<file path="src/rtl/dmx_rx_pkg.sv">
// Shared types and constants for the DMX512 pixel receiver.
// Holds the frame/bit state encoding, DMX limits and the {G,R,B} byte layout.
package dmx_rx_pkg;

  typedef enum logic [2:0] {
    WAIT_BREAK = 3'd0,
    BREAK      = 3'd1,
    MAB        = 3'd2,
    SLOT_WAIT  = 3'd3,
    RX_START   = 3'd4,
    RX_DATA    = 3'd5,
    RX_STOP    = 3'd6
  } state_t;

  localparam int         DMX_MAX_SLOTS  = 512;
  localparam logic [7:0] DMX_START_CODE = 8'h00;

  // Byte positions inside one packed pixel word {G,R,B}
  localparam int G_OFS = 16;
  localparam int R_OFS = 8;
  localparam int B_OFS = 0;

  typedef logic [23:0] grb_t;

  // Channels arrive R,G,B within each pixel triple
  function automatic int comp_ofs(input logic [1:0] comp);
    case (comp)
      2'd0:    return R_OFS;
      2'd1:    return G_OFS;
      default: return B_OFS;
    endcase
  endfunction

endpackage

</file>
<file path="src/rtl/dmx_pixel_rx_if.sv">
// Control/result bundle between the DMX receiver and the WS2812B glue.
// slave = receiver side, master = the logic that configures it and consumes frames.
interface dmx_pixel_rx_if
  import dmx_rx_pkg::*;
#(
  parameter int NUM_PIXELS = 8
);
  logic                        enable;
  logic [8:0]                  start_addr;
  grb_t [NUM_PIXELS-1:0]       pixel_data;
  logic                        frame_valid;
  logic                        frame_err;
  logic                        rx_active;

  modport slave (
    input  enable, start_addr,
    output pixel_data, frame_valid, frame_err, rx_active
  );

  modport master (
    output enable, start_addr,
    input  pixel_data, frame_valid, frame_err, rx_active
  );
endinterface

</file>
<file path="src/rtl/dmx_uart_rx.sv">
// 8N2 byte receiver for the DMX line: synchronizer, break/MAB timing and
// mid-bit sampling of start, data and stop bits.
module dmx_uart_rx
  import dmx_rx_pkg::*;
#(
  parameter int CLKS_PER_BIT   = 200,
  parameter int BREAK_MIN_CLKS = 4400,
  parameter int MAB_MIN_CLKS   = 400
) (
  input  logic       clk,
  input  logic       reset,
  input  logic       dmx_rx,
  input  logic       run,
  output logic       fall,
  output logic [7:0] slot_data,
  output logic       byte_valid,
  output logic       stop_err,
  output logic       break_det,
  output logic       mab_ok
);

  localparam int CW = (CLKS_PER_BIT > 2) ? $clog2(CLKS_PER_BIT) : 1;
  localparam int BW = $clog2(BREAK_MIN_CLKS + 1);
  localparam int MW = $clog2(MAB_MIN_CLKS + 1);
  localparam logic [CW-1:0] BIT_LAST = CW'(CLKS_PER_BIT - 1);
  localparam logic [CW-1:0] HALF_M1  = CW'(CLKS_PER_BIT / 2 - 1);

  logic [2:0]    sync;
  logic          rxd;
  logic [BW-1:0] low_cnt;
  logic [MW-1:0] high_cnt;
  state_t        phase;
  logic [CW-1:0] cnt;
  logic [2:0]    bit_idx;
  logic [7:0]    shreg;

  // sync[1] is the synchronized line, sync[2] its previous value for edge detect
  always_ff @(posedge clk or posedge reset)
    if (reset) sync <= 3'b111;
    else       sync <= {sync[1:0], dmx_rx};

  assign rxd       = sync[1];
  assign fall      = sync[2] & ~rxd;
  assign break_det = (low_cnt == BW'(BREAK_MIN_CLKS));
  assign mab_ok    = (high_cnt == MW'(MAB_MIN_CLKS));
  assign slot_data = shreg;

  always_ff @(posedge clk or posedge reset)
    if (reset) begin
      low_cnt  <= '0;
      high_cnt <= '0;
    end else begin
      if (rxd)                                low_cnt <= '0;
      else if (low_cnt != BW'(BREAK_MIN_CLKS)) low_cnt <= low_cnt + 1'b1;
      if (!rxd)                               high_cnt <= '0;
      else if (high_cnt != MW'(MAB_MIN_CLKS)) high_cnt <= high_cnt + 1'b1;
    end

  always_ff @(posedge clk or posedge reset)
    if (reset) begin
      phase      <= SLOT_WAIT;
      cnt        <= '0;
      bit_idx    <= '0;
      shreg      <= '0;
      byte_valid <= 1'b0;
      stop_err   <= 1'b0;
    end else begin
      byte_valid <= 1'b0;
      stop_err   <= 1'b0;
      if (!run) phase <= SLOT_WAIT;
      else begin
        case (phase)
          SLOT_WAIT: if (fall) begin
            phase <= RX_START;
            cnt   <= '0;
          end
          RX_START: if (cnt == HALF_M1) begin
            cnt     <= '0;
            bit_idx <= '0;
            // A start bit that is high again at mid-bit was a glitch
            phase   <= rxd ? SLOT_WAIT : RX_DATA;
          end else cnt <= cnt + 1'b1;
          RX_DATA: if (cnt == BIT_LAST) begin
            cnt     <= '0;
            shreg   <= {rxd, shreg[7:1]};
            bit_idx <= bit_idx + 1'b1;
            if (bit_idx == 3'd7) phase <= RX_STOP;
          end else cnt <= cnt + 1'b1;
          RX_STOP: if (cnt == BIT_LAST) begin
            cnt <= '0;
            if (!rxd) begin
              stop_err <= 1'b1;
              phase    <= SLOT_WAIT;
            end else if (bit_idx[0]) begin
              byte_valid <= 1'b1;
              phase      <= SLOT_WAIT;
            end else bit_idx <= bit_idx + 1'b1;
          end else cnt <= cnt + 1'b1;
          default: phase <= SLOT_WAIT;
        endcase
      end
    end

endmodule

</file>
<file path="src/rtl/dmx_pixel_rx.sv">
// DMX512 receiver capturing a 3*NUM_PIXELS channel window into packed {G,R,B}
// pixel words, committed atomically with a one-cycle frame_valid strobe.
module dmx_pixel_rx
  import dmx_rx_pkg::*;
#(
  parameter int CLK_HZ         = 50_000_000,
  parameter int BAUD           = 250_000,
  parameter int NUM_PIXELS     = 8,
  parameter int BREAK_MIN_CLKS = 4400,
  parameter int MAB_MIN_CLKS   = 400
) (
  input  logic          clk,
  input  logic          reset,
  input  logic          dmx_rx,
  dmx_pixel_rx_if.slave bus
);

  localparam int CLKS_PER_BIT = CLK_HZ / BAUD;
  localparam int WIN          = 3 * NUM_PIXELS;
  localparam int PW           = (NUM_PIXELS > 1) ? $clog2(NUM_PIXELS) : 1;

  state_t                state;
  logic [9:0]            slot_cnt;
  logic [9:0]            first_ch;
  logic [9:0]            last_ch;
  logic [PW-1:0]         pix;
  logic [1:0]            comp;
  grb_t [NUM_PIXELS-1:0] shadow;
  grb_t [NUM_PIXELS-1:0] shadow_nxt;
  grb_t [NUM_PIXELS-1:0] pixels;
  logic                  frame_valid_q;
  logic                  frame_err_q;

  logic       fall, byte_valid, stop_err, break_det, mab_ok, run, wr;
  logic [7:0] slot_data;
  logic [9:0] addr;
  logic [10:0] win_end;
  logic [9:0] win_last;

  // The falling edge that ends a valid MAB is already the start bit of slot 0
  assign run = bus.enable && !break_det &&
               ((state == SLOT_WAIT) || (state == MAB && fall && mab_ok));

  dmx_uart_rx #(
    .CLKS_PER_BIT   (CLKS_PER_BIT),
    .BREAK_MIN_CLKS (BREAK_MIN_CLKS),
    .MAB_MIN_CLKS   (MAB_MIN_CLKS)
  ) u_uart (
    .clk        (clk),
    .reset      (reset),
    .dmx_rx     (dmx_rx),
    .run        (run),
    .fall       (fall),
    .slot_data  (slot_data),
    .byte_valid (byte_valid),
    .stop_err   (stop_err),
    .break_det  (break_det),
    .mab_ok     (mab_ok)
  );

  assign addr     = (bus.start_addr == 9'd0) ? 10'd1 : {1'b0, bus.start_addr};
  assign win_end  = {1'b0, addr} + 11'(WIN - 1);
  assign win_last = (win_end > 11'(DMX_MAX_SLOTS)) ? 10'(DMX_MAX_SLOTS) : win_end[9:0];

  assign wr = (state == SLOT_WAIT) && byte_valid && (slot_cnt != 10'd0) &&
              (slot_cnt >= first_ch) && (slot_cnt <= last_ch);

  // Shadow with the incoming byte merged, so the last channel commits on its own edge
  always_comb begin
    shadow_nxt = shadow;
    if (wr) shadow_nxt[pix][comp_ofs(comp) +: 8] = slot_data;
  end

  always_ff @(posedge clk or posedge reset)
    if (reset) begin
      state         <= WAIT_BREAK;
      slot_cnt      <= '0;
      first_ch      <= 10'd1;
      last_ch       <= '0;
      pix           <= '0;
      comp          <= '0;
      shadow        <= '0;
      pixels        <= '0;
      frame_valid_q <= 1'b0;
      frame_err_q   <= 1'b0;
    end else begin
      frame_valid_q <= 1'b0;
      frame_err_q   <= 1'b0;
      if (!bus.enable) state <= WAIT_BREAK;
      else if (break_det) begin
        // Only a frame with a confirmed 0x00 start code counts as interrupted
        if (state == SLOT_WAIT && slot_cnt != 10'd0) frame_err_q <= 1'b1;
        state <= BREAK;
      end else begin
        case (state)
          WAIT_BREAK: ;
          BREAK: begin
            state  <= MAB;
            shadow <= '0;
          end
          MAB: if (fall) begin
            if (mab_ok) begin
              state    <= SLOT_WAIT;
              slot_cnt <= '0;
              first_ch <= addr;
              last_ch  <= win_last;
              pix      <= '0;
              comp     <= '0;
            end else begin
              frame_err_q <= 1'b1;
              state       <= WAIT_BREAK;
            end
          end
          SLOT_WAIT: begin
            if (stop_err) begin
              frame_err_q <= 1'b1;
              state       <= WAIT_BREAK;
            end else if (byte_valid) begin
              slot_cnt <= slot_cnt + 1'b1;
              if (slot_cnt == 10'd0) begin
                if (slot_data != DMX_START_CODE) state <= WAIT_BREAK;
              end else if (wr) begin
                shadow <= shadow_nxt;
                if (comp == 2'd2) begin
                  comp <= 2'd0;
                  pix  <= pix + 1'b1;
                end else comp <= comp + 1'b1;
                if (slot_cnt == last_ch) begin
                  pixels        <= shadow_nxt;
                  frame_valid_q <= 1'b1;
                  state         <= WAIT_BREAK;
                end
              end
            end
          end
          default: state <= WAIT_BREAK;
        endcase
      end
    end

  assign bus.pixel_data  = pixels;
  assign bus.frame_valid = frame_valid_q;
  assign bus.frame_err   = frame_err_q;
  assign bus.rx_active   = (state == SLOT_WAIT);

endmodule

</file>
<file path="src/flat_wrapper.sv">
// flat-port wrapper written by rule: the top's interface ports become plain ports
module dmx_pixel_rx_flat import dmx_rx_pkg::*;
#(
  parameter int CLK_HZ         = 50_000_000,
  parameter int BAUD           = 250_000,
  parameter int NUM_PIXELS     = 8,
  parameter int BREAK_MIN_CLKS = 4400,
  parameter int MAB_MIN_CLKS   = 400
)
  (clk, reset, dmx_rx, bus_enable, bus_start_addr, bus_pixel_data, bus_frame_valid, bus_frame_err, bus_rx_active);
  dmx_pixel_rx_if #(.NUM_PIXELS(NUM_PIXELS)) bus_i ();
  input  logic clk;
  input  logic reset;
  input  logic dmx_rx;
  input wire logic [$bits(bus_i.enable)-1:0] bus_enable;
  input wire logic [$bits(bus_i.start_addr)-1:0] bus_start_addr;
  output wire logic [$bits(bus_i.pixel_data)-1:0] bus_pixel_data;
  output wire logic [$bits(bus_i.frame_valid)-1:0] bus_frame_valid;
  output wire logic [$bits(bus_i.frame_err)-1:0] bus_frame_err;
  output wire logic [$bits(bus_i.rx_active)-1:0] bus_rx_active;
  assign bus_i.enable = bus_enable;
  assign bus_i.start_addr = bus_start_addr;
  assign bus_pixel_data = bus_i.pixel_data;
  assign bus_frame_valid = bus_i.frame_valid;
  assign bus_frame_err = bus_i.frame_err;
  assign bus_rx_active = bus_i.rx_active;
  dmx_pixel_rx #(.CLK_HZ(CLK_HZ), .BAUD(BAUD), .NUM_PIXELS(NUM_PIXELS), .BREAK_MIN_CLKS(BREAK_MIN_CLKS), .MAB_MIN_CLKS(MAB_MIN_CLKS)) u_core (.clk(clk), .reset(reset), .dmx_rx(dmx_rx), .bus(bus_i));
endmodule
</file>
<file path="config.mk">
export PLATFORM = sky130hd
export DESIGN_NAME = dmx_pixel_rx_flat
export DESIGN_NICKNAME = d
export VERILOG_FILES = /design/src/rtl/dmx_rx_pkg.sv /design/src/rtl/dmx_pixel_rx_if.sv /design/src/rtl/dmx_uart_rx.sv /design/src/rtl/dmx_pixel_rx.sv /design/src/flat_wrapper.sv
export SDC_FILE = /design/constraint.sdc
export NUM_CORES = 1
export LEC_CHECK = 0
export CORE_UTILIZATION = 45
export DETAILED_ROUTE_END_ITERATION = 10
export PLACE_DENSITY = 0.62
export SETUP_SLACK_MARGIN = 0.2
export SYNTH_ARGS = -nofsm -noshare
export SYNTH_HDL_FRONTEND = slang
export SYNTH_SLANG_ARGS = --single-unit
</file>
<file path="constraint.sdc">
create_clock -name clk -period 18.1 [get_ports clk]
set_input_delay 1.81 -clock clk [delete_from_list [all_inputs] [get_ports clk]]
set_output_delay 1.81 -clock clk [all_outputs]
set_load 0.02 [all_outputs]
</file>
# Word level (Yosys, flattened, before mapping)
# Cells that the tools add are included.
# classes
addsub	9
magnitude_cmp	5
n_eq_ne	43
shifts	2
mux	92
n_bitwise	5
reduce_logical	36
# ops
op	n
$mux W192	4
$pmux W192 S2	1
$bwmux W192	1
$mux W3	30
$demux W24 S3	1
$mux W10	5
$neg A32 Y33	1
$shift A8 B33 Y24 const A	1
$shiftx A8 B33 Y24	1
$mux W32	1
$mux W9	3
$mux W13	2
$mux W24	1
$mux W8	3
$pmux W3 S4	2
$pmux W8 S3	1
$mux W1	23
$reduce_and A7 Y1	3
$pmux W10 S2	1
$reduce_and A6 Y1	3
$mux W2	8
$ne A2 B1 Y1 const B	7
$ne A2 B2 Y1 const B	7
$add A13 B1 Y13 const B	1
54 further kinds	81
# word_totals
regBits	473
input_bits	13
elab_cells	226

# Depth between registers and ports, before layout
# depth
ltp_word	16
ltp_mapped	12

# By module
# From an unflattened synthesis, not the netlist that was laid out.
# hier_totals
hier_cells	2538
hier_area_um2	23162.2
# modules_own_cells
module	instances	cells_each	area_each_um2	seq_area_each_um2
dmx_pixel_rx	1	2286	20662.3	10561.4
dmx_uart_rx	1	252	2499.9	1232.4

# Least setup slack after synthesis
# No wires, ideal clock.
# synth_path
kind	input port to flip-flop
startpoint	input bus_start_addr[7]
endpoint	register u_core.last_ch[1]
t_arrival_ns	3.819
required_time_ns	17.956
path_slack_ns	14.137
stages	11
path_cell_list	or4_1 nor2_1 a21oi_1 ha_1 nand2b_1 a21o_1 nand2_1 mux2_2 o21ai_0 a211oi_1 a211oi_1
# synth_between
elab_chain_len	5
# synth_rtl
element	line_no	text
start, declared	flat_wrapper.sv:16	input wire logic [$bits(bus_i.start_addr)-1:0] bus_start_addr;
$logic_not A9 Y1	dmx_pixel_rx.sv:61	assign addr = (bus.start_addr == 9'd0) ? 10'd1 : {1'b0, bus.start_addr};
$mux W9 (*)	dmx_pixel_rx.sv:61	
$add A10 B5 Y11 (*)	dmx_pixel_rx.sv:62	assign win_end = {1'b0, addr} + 11'(WIN - 1);
$gt A11 B10 Y1	dmx_pixel_rx.sv:63	assign win_last = (win_end > 11'(DMX_MAX_SLOTS)) ? 10'(DMX_MAX_SLOTS) : win_end[9:0];
$mux W10 (*)	dmx_pixel_rx.sv:63	
end signal, assigned	dmx_pixel_rx.sv:106	last_ch <= win_last;
end, declared	dmx_pixel_rx.sv:25	logic [9:0] last_ch;
# Mark *: on every way between the ends. The rest lies on a longest branch, timed or not.
# A chain may end at the register's enable or synchronous reset.

==> impl_results.md <==
- Status: complete, no violations
- Global-route wire length before repair: 90200 µm
- Largest net degree at the start of global routing: 298
- Slew headroom: 0.164
- Via count: 16700
- Diodes inserted: 0
- Share of post-route cells with drive strength above 1: 0.0604
- Count leader, synth: nand2_1
- Post-route clock skew: 25.8 ps
- Die width: 222 µm
- Hold Path Class: reg2reg
- Worst path most repeated cell: buf_4
- # Post-CTS Setup Buffers: 0
- Worst skew pair latency: 600 ps
- Worst vdd ir: 0.0607 mV
- CTS Hold Bufs: 0
- RSZ-0062 raised after global routing: no
- Nets@finish: 2461
- Cell variety after synth: 74
- Clock Tree Root: clkbuf_16
- Core Area: 47700 µm²
- Asr flop ratio synth: 1.00
- Max Used Layer: met4
- CTS tree: built
- Routed wire length: 56000 µm
- Crit-path max FO: 122
- Placer Congestion: 0.827
- Clk sinks: 471
- Grt ovf: 0
- Detailed-placement wirelength estimate: 36900 µm
- Mean Syn Cell Area: 9.58 µm²
- Syn_nets: 2325
- Fin. Hold Viols: 0
- Max-slew violations: 0
- Min-delay src: u_core.u_uart.sync[0]
- Share of the synthesized area in the top cell type: 0.534
- Vias in the first global route: 16200
- Number of max-cap violations: 0
- All-Layer GR Usage: 0.230
- Area Growth Syn to Fin: 18.5%
- Core Util, Final: 0.541
- WP data arrival: 5630 ps
- Clock tree buffer depth: 3
- Routed WL per cell: 18.3 µm
- Final setup fails: 0
- EDFF count, synth: 0
- CP peak stage delay: 910 ps
- Vias per cell: 5.43
- Crit path cell chain: clkdlybuf4s50_1 > inv_8 > buf_4 > buf_4 > buf_4
- CP Class: in2async
- Comb power frac: 0.016
- Yosys warns: 0
- Rows: 80
- Seq/Total Area, Yosys: 0.541
- Final Critical Period: 4990 ps
- #FFs+latches synth: 471
- Met3 WL: 2360 µm
- PwrDens: 83.0 nW/µm²
- Dominant cell type by area after synthesis: dfrtp_1
- Starting Density: 0.456
- Full die area: 49300 µm²
- Syn Inst Count: 2274
- CP startpoint kind: input port
- Die height: 222 µm
- Clock transition at the registers of the reported paths: 60 ps
- H-tree depth: 2
- Metal1 wirelength: 25600 µm
- Max Freq: 200 MHz
- Synth Flop Type: dfrtp_1
- Num CTS Buffers: 50
- Worst-Margin Slew: 1250 ps
- CP Capture Type: async pin
- Met2 WL: 26500 µm
- Io pins: 208
- Post-route clock period utilization: 0.276
- CTS resizes: 0
- Crit-path slowest cell: buf_4
- Internal: 1.69 mW
- Detail Route Antenna Nets: 0
- Critical path data required time: 18740 ps
- Worst setup path start: reset
- Dominant cells by area after synthesis: dfrtp_1 (53%), mux2i_1 (8.4%), nand2_1 (8.3%)
- Commonest cells in the netlist: nand2_1 (481), dfrtp_1 (465), nor2_1 (201)
- I/O Buffers: 207
- Initial antenna violation count: 0
- Setup TNS: 0 ps
- Reg-to-reg startpoint: u_core.comp[1]
- Part of the power in registers: 0.493
- Clk network pwr share: 0.491
- Sw Share: 0.212
- Drt first pass iters: 7
- Initial DRC Count: 1329
- Synth Cell Area: 21800 µm²
- DRC: 0
- Filler cell count: 4286
- P_sw: 0.454 mW
- Leakage power: 10.4 nW
-- state kept, by name, summed over array words and instances (netlist names) --
register	cells
u_core.u_uart.stop_err	1
u_core.bus.frame_err	1
u_core.shadow	192
u_core.last_ch	10
u_core.slot_cnt	10
u_core.u_uart.phase	3
u_core.comp	2
u_core.u_uart.bit_idx	3
u_core.state	2
u_core.u_uart.low_cnt	13
u_core.first_ch	9
u_core.u_uart.byte_valid	1
u_core.bus.frame_valid	1
u_core.u_uart.cnt	8
u_core.u_uart.slot_data	8
u_core.pix	3
u_core.u_uart.high_cnt	9
u_core.bus.pixel_data	192
u_core.u_uart.sync	3
-- layer usage --
layer / vias up / global-route usage
met5: - / 0
met4: 0 / 0.0771
met3: 86 / 0.0327
met2: 364 / 0.370
met1: 8198 / 0.320
li1: 8005 / -
-- through the flow --
| step | cell area (µm²) | setup slack [ps] | power (mW) | hold slack (ps) | std cells |
|---|---|---|---|---|---|
| 2_1_floorplan | 21800 | 3160 | 1.10 | 345 | 2274 |
| 3_3_place_gp | 24100 | 12370 | 1.11 | 346 | 2973 |
| 3_5_place_dp | 24100 | 12290 | 1.11 | 347 | 2973 |
| 4_1_cts | 25800 | 12940 | 2.17 | 356 | 3066 |
| 5_1_grt | 25800 | 12500 | 2.21 | 362 | 3066 |
| 6_report | 25800 | 13110 | 2.14 | 355 | 3066 |
-- layout make-up --
type,instances,area (µm²),share of cell area
clock inverters,17,209,0.00809
well taps,615,769,0.0298
flip-flops and latches,471,11800,0.457
clock buffers,76,1490,0.0577
repair buffers,218,2170,0.0839
multi-input cells,1623,9220,0.357
inverters,46,180,0.00698
-- cells by family after synthesis --
kind of cell | count (synthesis) | share of synthesized area
compound gates | 530 | 0.136
xor+xnor | 18 | 0.00723
fa+ha+maj | 38 | 0.0218
buf+inv | 180 | 0.0368
flops | 471 | 0.541
mux | 194 | 0.0897
simple gates | 843 | 0.167
-- path summary, 6_finish.rpt --
check / endpoint / slack (ps) / cells past startpoint
max: u_core.bus.pixel_data[35] / 13110 / 5
min: u_core.u_uart.sync[1] / 350 / 0
max reg2reg: u_core.bus.pixel_data[107] / 14280 / 9
min reg2reg: u_core.u_uart.sync[1] / 350 / 0
max in group clk: bus_rx_active / 13820 / 2
min in group asynchronous: u_core.first_ch[1] / 1720 / 2
-- placed cells by master, fill, tap and decap left out, types with 10 or more instances in the layout --
master,count
nand2_1,481
dfrtp_1,465
clkdlybuf4s50_1,207
nor2_1,201
o21ai_0,194
a21oi_1,188
mux2i_1,183
o21ai_1,53
clkbuf_16,51
inv_1,45
ha_1,38
nand3_1,28
nand2b_1,16
a22oi_1,16
nor2b_1,15
o2bb2ai_1,15
nor2_2,14
and2_1,14
or3_1,14
clkbuf_1,13
clkbuf_8,12
mux2_2,11
nor3_1,10
buf_4,10
-- power groups by stage --
stage | registers (mW) | logic [mW] | clock network [mW]
CTS | 1.06 | 0.0357 | 1.07
detailed placement | 1.08 | 0.0357 | 0
global placement | 1.08 | 0.0347 | 0
finish | 1.06 | 0.0339 | 1.05
global route | 1.06 | 0.0401 | 1.12
floorplan | 1.08 | 0.0236 | 0
-- critical path, delay by kind of cell --
family   cells  cell delay [ps]
buf+inv      5             3540
Power figures use the tool's default switching activity.
